## src/rtl/bounce_pkg.sv

```systemverilog
// Shared types and defaults for the bounce measurement controller.
package bounce_pkg;

  typedef enum logic [1:0] {
    IDLE    = 2'd0,
    ARMED   = 2'd1,
    MEASURE = 2'd2,
    HOLD    = 2'd3
  } meter_state_t;

  // 50 ms at 50 MHz
  localparam int unsigned DEFAULT_WINDOW_CYCLES = 2_500_000;

endpackage

```

## src/rtl/sync_edge_detect.sv

```systemverilog
// Two-flop synchronizer for an asynchronous pin followed by a
// rise-or-fall edge detector. edge_pulse is high for one cycle per toggle,
// 2-3 cycles after the pin changes.
module sync_edge_detect
  import bounce_pkg::*;
(
  input  logic clk,
  input  logic rst_n,
  input  logic raw_in,
  output logic edge_pulse
);

  logic sync_p0;
  logic sync_p1;
  logic prev_p2;

  // Metastability filter (p0, p1) and one-cycle history (p2) for edge compare
  always_ff @(posedge clk or negedge rst_n) begin
    if (!rst_n) begin
      sync_p0 <= 1'b0;
      sync_p1 <= 1'b0;
      prev_p2 <= 1'b0;
    end else begin
      sync_p0 <= raw_in;
      sync_p1 <= sync_p0;
      prev_p2 <= sync_p1;
    end
  end

  assign edge_pulse = sync_p1 ^ prev_p2;

endmodule

```

## src/rtl/bounce_meter.sv

```systemverilog
// Bounce measurement controller: arm, open a fixed window on the first
// synchronized edge, count edges inside it, record the relative cycle of the
// last edge, then hold the results for display.
// Optional feature: define BOUNCE_MAX_GAP_EN to build the longest
// inter-edge gap tracker; otherwise max_gap is tied to zero.
module bounce_meter
  import bounce_pkg::*;
#(
  parameter int unsigned WINDOW_CYCLES = DEFAULT_WINDOW_CYCLES,
  parameter int          CNT_W         = 16,
  parameter int          TIME_W        = 24
) (
  input  logic              CLOCK_50,
  input  logic              reset_n,
  input  logic              raw_in,
  input  logic              arm,
  input  logic              clear,
  output logic [CNT_W-1:0]  edge_count,
  output logic [TIME_W-1:0] settle_cycles,
  output logic [TIME_W-1:0] max_gap,
  output logic              busy,
  output logic              done,
  output logic [1:0]        state
);

  // Relative index of the final window cycle; timer_q holds the relative
  // index of the current MEASURE cycle, so it starts at 1 on entry.
  localparam logic [TIME_W-1:0] LAST_CYCLE = TIME_W'(WINDOW_CYCLES - 1);
  localparam logic [TIME_W-1:0] TIME_ONE   = TIME_W'(1);

  meter_state_t      state_q;
  meter_state_t      state_d;
  logic              edge_det;
  logic [TIME_W-1:0] timer_q;
  logic              window_end;
  logic              zero_res;
  logic              first_edge;
  logic              count_edge;

  function automatic logic [CNT_W-1:0] sat_inc(input logic [CNT_W-1:0] v);
    return (&v) ? v : v + CNT_W'(1);
  endfunction

  sync_edge_detect u_sync (
    .clk        (CLOCK_50),
    .rst_n      (reset_n),
    .raw_in     (raw_in),
    .edge_pulse (edge_det)
  );

  assign window_end = (timer_q == LAST_CYCLE);

  // State register
  always_ff @(posedge CLOCK_50 or negedge reset_n) begin
    if (!reset_n) state_q <= IDLE;
    else          state_q <= state_d;
  end

  // Next state and datapath strobes; clear overrides arm and edges
  always_comb begin
    state_d    = state_q;
    zero_res   = 1'b0;
    first_edge = 1'b0;
    count_edge = 1'b0;
    if (clear) begin
      state_d  = IDLE;
      zero_res = 1'b1;
    end else begin
      case (state_q)
        IDLE, HOLD: begin
          if (arm) begin
            state_d  = ARMED;
            zero_res = 1'b1;
          end
        end
        ARMED: begin
          if (edge_det) begin
            state_d    = MEASURE;
            first_edge = 1'b1;
          end
        end
        MEASURE: begin
          count_edge = edge_det;
          if (window_end) state_d = HOLD;
        end
        default: state_d = IDLE;
      endcase
    end
  end

  // Window timer: relative cycle index while measuring
  always_ff @(posedge CLOCK_50 or negedge reset_n) begin
    if (!reset_n)                              timer_q <= '0;
    else if (first_edge)                       timer_q <= TIME_ONE;
    else if (state_q == MEASURE && !window_end) timer_q <= timer_q + TIME_ONE;
  end

  // Edge count and last-edge time
  always_ff @(posedge CLOCK_50 or negedge reset_n) begin
    if (!reset_n) begin
      edge_count    <= '0;
      settle_cycles <= '0;
    end else if (zero_res) begin
      edge_count    <= '0;
      settle_cycles <= '0;
    end else if (first_edge) begin
      edge_count    <= CNT_W'(1);
      settle_cycles <= '0;
    end else if (count_edge) begin
      edge_count    <= sat_inc(edge_count);
      settle_cycles <= timer_q;
    end
  end

`ifdef BOUNCE_MAX_GAP_EN
  logic [TIME_W-1:0] last_k_q;
  logic [TIME_W-1:0] max_gap_q;
  logic [TIME_W-1:0] gap;

  assign gap = timer_q - last_k_q;

  // Longest interval between consecutive counted edges
  always_ff @(posedge CLOCK_50 or negedge reset_n) begin
    if (!reset_n) begin
      last_k_q  <= '0;
      max_gap_q <= '0;
    end else if (zero_res) begin
      last_k_q  <= '0;
      max_gap_q <= '0;
    end else if (first_edge) begin
      last_k_q  <= '0;
    end else if (count_edge) begin
      last_k_q <= timer_q;
      if (gap > max_gap_q) max_gap_q <= gap;
    end
  end

  assign max_gap = max_gap_q;
`else
  assign max_gap = '0;
`endif

  assign busy  = (state_q == ARMED) || (state_q == MEASURE);
  assign done  = (state_q == HOLD);
  assign state = state_q;

endmodule

```

## config.mk

```make
export PLATFORM = sky130hd
export DESIGN_NAME = bounce_meter
export DESIGN_NICKNAME = d
export VERILOG_FILES = /design/src/rtl/bounce_pkg.sv /design/src/rtl/sync_edge_detect.sv /design/src/rtl/bounce_meter.sv
export SDC_FILE = /design/constraint.sdc
export NUM_CORES = 1
export LEC_CHECK = 0
export BUFFER_PORTS_ARGS = -buffer_cell sky130_fd_sc_hd__buf_4
export CAP_MARGIN = 10
export CELL_PAD_IN_SITES_DETAIL_PLACEMENT = 0
export CELL_PAD_IN_SITES_GLOBAL_PLACEMENT = 1
export CORE_UTILIZATION = 41
export CTS_BUF_LIST = sky130_fd_sc_hd__clkbuf_16
export DETAILED_ROUTE_END_ITERATION = 10
export PLACE_DENSITY = 0.76
export SETUP_SLACK_MARGIN = 0.05
export SYNTH_ARGS = -nofsm -noshare
export SYNTH_HDL_FRONTEND = slang
export SYNTH_SLANG_ARGS = --single-unit
export TNS_END_PERCENT = 50
```

## constraint.sdc

```tcl
create_clock -name CLOCK_50 -period 2.9 [get_ports CLOCK_50]
set_input_delay 0.145 -clock CLOCK_50 [delete_from_list [all_inputs] [get_ports CLOCK_50]]
set_output_delay 0.145 -clock CLOCK_50 [all_outputs]
set_load 0.1 [all_outputs]
```

Word level (Yosys, flattened, before mapping)
Index checks and enable logic that the tools add are counted.
{"block": "classes", "muxes": 22, "magnitude_cmp": 0, "bitwise": 1, "shift": 0, "add_sub_neg": 2, "div_mod_pow": 0, "n_reduce_logical": 10, "mul": 0, "eq_ne": 8}
{"op": "2-to-1 mux 24 bit", "count": 5}
{"op": "2-to-1 mux 16 bit", "count": 4}
{"op": "adder 24 x 1 -> 24 bit, second input constant", "count": 1}
{"op": "== test 24 x 22 -> 1 bit, second input constant", "count": 1}
{"op": "adder 16 x 1 -> 16 bit, second input constant", "count": 1}
{"op": "AND reduction 16 bit", "count": 1}
{"op": "!= test 3 bit, second input constant", "count": 4}
{"op": "2-to-1 mux 1 bit", "count": 8}
{"op": "2-to-1 mux 2 bit", "count": 4}
{"op": "one-hot mux 2 bit (3 select lines)", "count": 1}
{"op": "== test 2 bit, second input constant", "count": 2}
{"op": "AND reduction 3 bit", "count": 1}
{"op": "nonzero test 3 bit", "count": 1}
{"op": "== test 2 x 1 -> 1 bit, second input constant", "count": 1}
{"op": "logical NOT 2 bit", "count": 1}
{"op": "AND reduction 2 bit", "count": 1}
{"op": "nonzero test 2 bit", "count": 1}
{"op": "OR reduction 2 bit", "count": 1}
{"op": "logical AND 1 bit", "count": 1}
{"op": "logical NOT 1 bit", "count": 1}
{"op": "logical OR 1 bit", "count": 1}
{"op": "bitwise XOR 1 bit", "count": 1}
{"block": "word_totals", "regBits": 69, "in_bits": 5, "latchBits": 0, "ramBits": 0, "mem_count": 0, "wordCells": 50, "out_inout_bits": 68, "mem_bits_ro": 0}

Depth between registers and ports, before layout
{"block": "depth", "depth_word": 6, "mapped_depth": 9, "depth_no_buf": 7}

Hierarchy
From an unflattened synthesis, not the netlist that was laid out.
{"block": "hier_totals", "cells_unflattened": 392, "hier_area_um2": 3654.8}
{"module": "bounce_meter", "instances": 1, "area_each_um2": 3570.9, "cells_per_inst": 388, "seq_area_each_um2": 1651.6}
{"module": "sync_edge_detect", "instances": 1, "area_each_um2": 83.8, "cells_per_inst": 4, "seq_area_each_um2": 75.1}

Worst setup path before layout
No wires, ideal clock.
{"block": "synth_path", "path_kind": "register to register", "from": "reg state_q[1], in the netlist state[1]", "to": "reg edge_count[11]", "t_required_ps": 2822, "setup_slack_ps": 100, "path_stages_with_launch": 9, "arrival_time_ps": 2722, "n_path_buf": 2, "synth_period_minus_slack_ps": 2800, "setup_ps": 78, "path_cell_list": "dfrtp_1 ha_1 clkbuf_1 nand2b_1 nor4_1 o211ai_1 clkbuf_1 or3_1 a21oi_1"}
{"block": "synth_between", "elab_chain_len": 6, "word_cells_on_any_way": 16, "classes_between": "eq/ne (4); mux (8); reduce/logical (4)"}
{"item": "start, declared", "line_no": "bounce_meter.sv:31", "rtl": "meter_state_t state_q;"}
{"item": "start signal, assigned", "line_no": "bounce_meter.sv:56", "rtl": "else state_q <= state_d;"}
{"item": "== test 2 bit / logical NOT 2 bit (equally long branches)", "line_no": "bounce_meter.sv:69", "rtl": "case (state_q)"}
{"item": "OR reduction 2 bit", "line_no": "bounce_meter.sv:69"}
{"item": "2-to-1 mux 1 bit", "line_no": "bounce_meter.sv:69"}
{"item": "2-to-1 mux 1 bit", "line_no": "bounce_meter.sv:65", "rtl": "if (clear) begin"}
{"item": "!= test 3 bit (no source line) / nonzero test 3 bit (equally long branches)"}
{"item": "AND reduction 2 bit (no source line)"}
{"item": "end signal, assigned", "line_no": "bounce_meter.sv:110", "rtl": "edge_count <= sat_inc(edge_count);"}
{"item": "end, declared", "line_no": "bounce_meter.sv:18", "rtl": "output logic [CNT_W-1:0] edge_count,"}
Several ways; a longest one is shown, not always the timed one.
A chain may end at the register's enable or synchronous reset.

Final worst setup path
{"block": "layout_path", "from": "reg timer_q[16]", "to": "reg timer_q[23]"}
{"block": "layout_between", "elab_chain_len": 4, "word_cells_on_any_way": 7, "classes_between": "add/sub (1); eq/ne (1); mux (2); reduce/logical (3)"}
{"item": "start, declared", "line_no": "bounce_meter.sv:34", "rtl": "logic [TIME_W-1:0] timer_q;"}
{"item": "start signal, assigned", "line_no": "bounce_meter.sv:95", "rtl": "else if (state_q == MEASURE && !window_end) timer_q <= timer_q + TIME_ONE;"}
{"item": "branches (longest 4 deep; another with adder 24 x 1 -> 24 bit)"}
Parallel ways; which one is timed is not known. The select of a mux whose other input is x is not followed.

==> results_dict.tcl <==
set metrics [dict create \
    status "finished clean" \
    ys_ff_latch 69 \
    placed_area_um2 3920 \
    area_growth_syn_to_layout_pct 20.2 \
    die_y_um 94.8 \
    core_area_um2 8260 \
    finalPower_mw 3.45 \
    ys.warnings.count 0 \
    drtIter0Drc 124 \
    maxSlewHeadroom_pct 40.4 \
    synth_edf_count 0 \
    worstMarginPinSlew_ns 0.894 \
    htreeDepth 3 \
    nFillCells 803 \
    clock_sinks 69 \
    grt_pass1_wl_um 12500 \
    p_leak_nw 1.91 \
    crit_path_cell_trace "or4b_1, or4_1, o211ai_2, or4_1, a21oi_1" \
    cpMostUsedCell "or4_1" \
    grt_pass1_vias 2511 \
    design_area_um2 4250 \
    diodes 0 \
    async_reset_ff_share_pct 100 \
    max_stage_delay_ns 0.59 \
    row_count 33 \
    synth.distinct_cells 39 \
    drive_above_1_share_pct 17.5 \
    fp.dieW_um 94.8 \
    grt_use_total_pct 18.2 \
    max-cap-violations 0 \
    syn_area_um2 3530 \
    hold_class "input pin to flop" \
    worst_setup_path_start_kind "flop" \
    wl_met3_um 314 \
    synth_ff_type "dfrtp_1" \
    io_buffer_count 48 \
    crit_path_end_kind "flop" \
    io_pins 73 \
    clkLatencyLatePin_ns 0.33 \
    route.detailed.drc 0 \
    postSynthAreaPerCell_um2 9.22 \
    clockBufferDepth 2 \
    crit_required_ns 3.10 \
    cp_max_fo 12 \
    slew_violations 0 \
    ir_drop_mv 0.515 \
    timing.final.crit_share_pct 84.0 \
    firstDrtPassIters 5 \
    rsz0062_at_grt "no" \
    clock.fmax_ghz 0.411 \
    cts_tree "built" \
    viasPerCell 5.23 \
    power_density_nw_per_um2 813 \
    yosysSeqAreaShare_pct 48.9 \
    grt_antenna_before_repair 0 \
    routed.top_layer "met4" \
    numCtsBuffers 9 \
    clk_pin_slew_ns 0.06 \
    crit_slowest_cell "or4_1" \
    overflow 0 \
    fp.dieArea_um2 8990 \
    setup_tns_ns 0 \
    utilization_pct 51.4 \
    setup.worst_path.class "flop to flop" \
    drt_wl_total_um 7620 \
    wirelength_met1_um 3700 \
    post_cts_buffers 0 \
    gp_congestion 0.798 \
    final_nets 446 \
    finalHoldViolCount 0 \
    cts_root_buf "clkbuf_16" \
    crit_arrival_ns 2.63 \
    antenna_left 0 \
    via_count 2848 \
    grt_max_degree 70 \
    start_util_pct 42.8 \
    clock-skew-final_ns 0.00414 \
    post_cts_resized 0 \
    hpwl_um 5170 \
    routedWlPerCell_um 14.0 \
    setup_violations 0 \
    synthCells 383 \
    fin_crit_ns 2.43 \
    dr_wl_met2_um 3480 \
]
[per-stage QoR]
step | cells | worst slack [ns] | hold slack [ns]
floorplan | 406 | 0.100 | -0.151
global route | 545 | 0.268 | 0.0265
detailed placement | 527 | 0.485 | 0.255
global placement | 527 | 0.557 | 0.256
CTS | 545 | 0.438 | 0.0225
finish | 545 | 0.465 | 0.0250
[placed cells by master, fill, tap and decap left out, types with 8 or more instances in the layout]
cell type,count
or3_1,13
xnor2_1,10
a21oi_1,42
conb_1,24
and3_1,10
nor2_1,24
nand4_1,8
dfrtp_1,69
o21ai_0,12
xor2_1,11
clkbuf_16,9
nand3_1,12
nand2_1,67
inv_1,9
buf_4,56
[critical path, delay by kind of cell, from the launching register on]
kind	cells	cell delay, ns
AO/OA/AOI/OAI	2	0.54
AND/OR/NAND/NOR	3	1.32
flip-flops	1	0.45
[cell usage after synthesis, types with 2 or more instances]
master,count,area (µm²)
a21oi_1,42,210
a31o_2,2,17.5
and2_1,2,12.5
and3_1,10,62.6
buf_4,25,188
clkbuf_1,14,52.6
dfrtp_1,69,1730
ha_1,6,75.1
inv_1,8,30.0
mux2i_1,2,20.0
nand2_1,67,251
nand2b_1,3,18.8
nand3_1,12,60.1
nand4_1,8,50.1
nor2_1,24,90.1
nor3_1,4,20.0
nor4_1,6,37.5
o211ai_1,6,45.0
o211ai_2,2,25.0
o21ai_0,12,60.1
o31ai_1,5,37.5
or3_1,13,81.3
or4_1,6,45.0
xnor2_1,10,87.6
xor2_1,11,96.3
[registers in the layout, summed over array words and instances, names as in the netlist]
register	cells
u_sync.sync_p0	1
state	2
edge_count	16
timer_q	24
u_sync.sync_p1	1
settle_cycles	24
u_sync.prev_p2	1
[worst paths after layout]
| path | start | endpoint | slack [ns] | cells past startpoint |
|---|---|---|---|---|
| setup / recovery | timer_q[16]$_DFFE_PN0P_ | timer_q[23]$_DFFE_PN0P_ | 0.47 | 5 |
| hold / removal | clear | state[0]$_DFFE_PN0P_ | 0.03 | 2 |
| setup reg to reg | timer_q[16]$_DFFE_PN0P_ | timer_q[23]$_DFFE_PN0P_ | 0.47 | 5 |
| hold reg to reg | u_sync.sync_p0$_DFF_PN0_ | u_sync.sync_p1$_DFF_PN0_ | 0.37 | 0 |
| max in group asynchronous | reset_n | timer_q[17]$_DFFE_PN0P_ | 1.82 | 2 |
| min in group asynchronous | reset_n | edge_count[15]$_DFFE_PN0P_ | 0.47 | 2 |
[power by group]
part / total (mW) / leakage (nW) / switching [mW] / internal [mW]
Combinational: 0.969 / 0.812 / 0.719 / 0.251
Sequential: 1.35 / 0.938 / 0.227 / 1.12
Clock: 1.14 / 0.155 / 0.397 / 0.740
Total: 3.45 / 1.91 / 1.34 / 2.11
[area by class of cell]
cell class | instances | area (µm²) | share of cell area, %
tap | 105 | 131 | 3.09
clock buffer | 9 | 225 | 5.31
inverter | 8 | 30.0 | 0.707
multi-input combinational | 289 | 1610 | 37.9
sequential | 69 | 1730 | 40.7
timing repair buffer | 58 | 440 | 10.4
clock inverter | 7 | 81.3 | 1.92
[what timing repair did]
item                                   4_1_cts  5_1_grt
hold buffers                                 2        0
endpoints found under the hold margin       70        0
setup endpoints to repair                    0        0
[layer usage]
| metal | global-route usage [%] | vias up |
|---|---|---|
| met5 | 0 | - |
| met4 | 8.46 | 0 |
| met3 | 2.90 | 11 |
| met2 | 27.4 | 77 |
| met1 | 25.5 | 1368 |
| li1 | - | 1392 |
[cell families after synthesis]
family / synth area share [%]
AND/OR/NAND/NOR: 21.9
multiplexers: 0.567
XOR/XNOR: 5.21
AO/OA/AOI/OAI: 13.2
flip-flops: 48.9
buffers and inverters: 7.97
adder cells (fa/ha/maj): 2.13
other: 0.106
(Power assumes the default switching activity.)
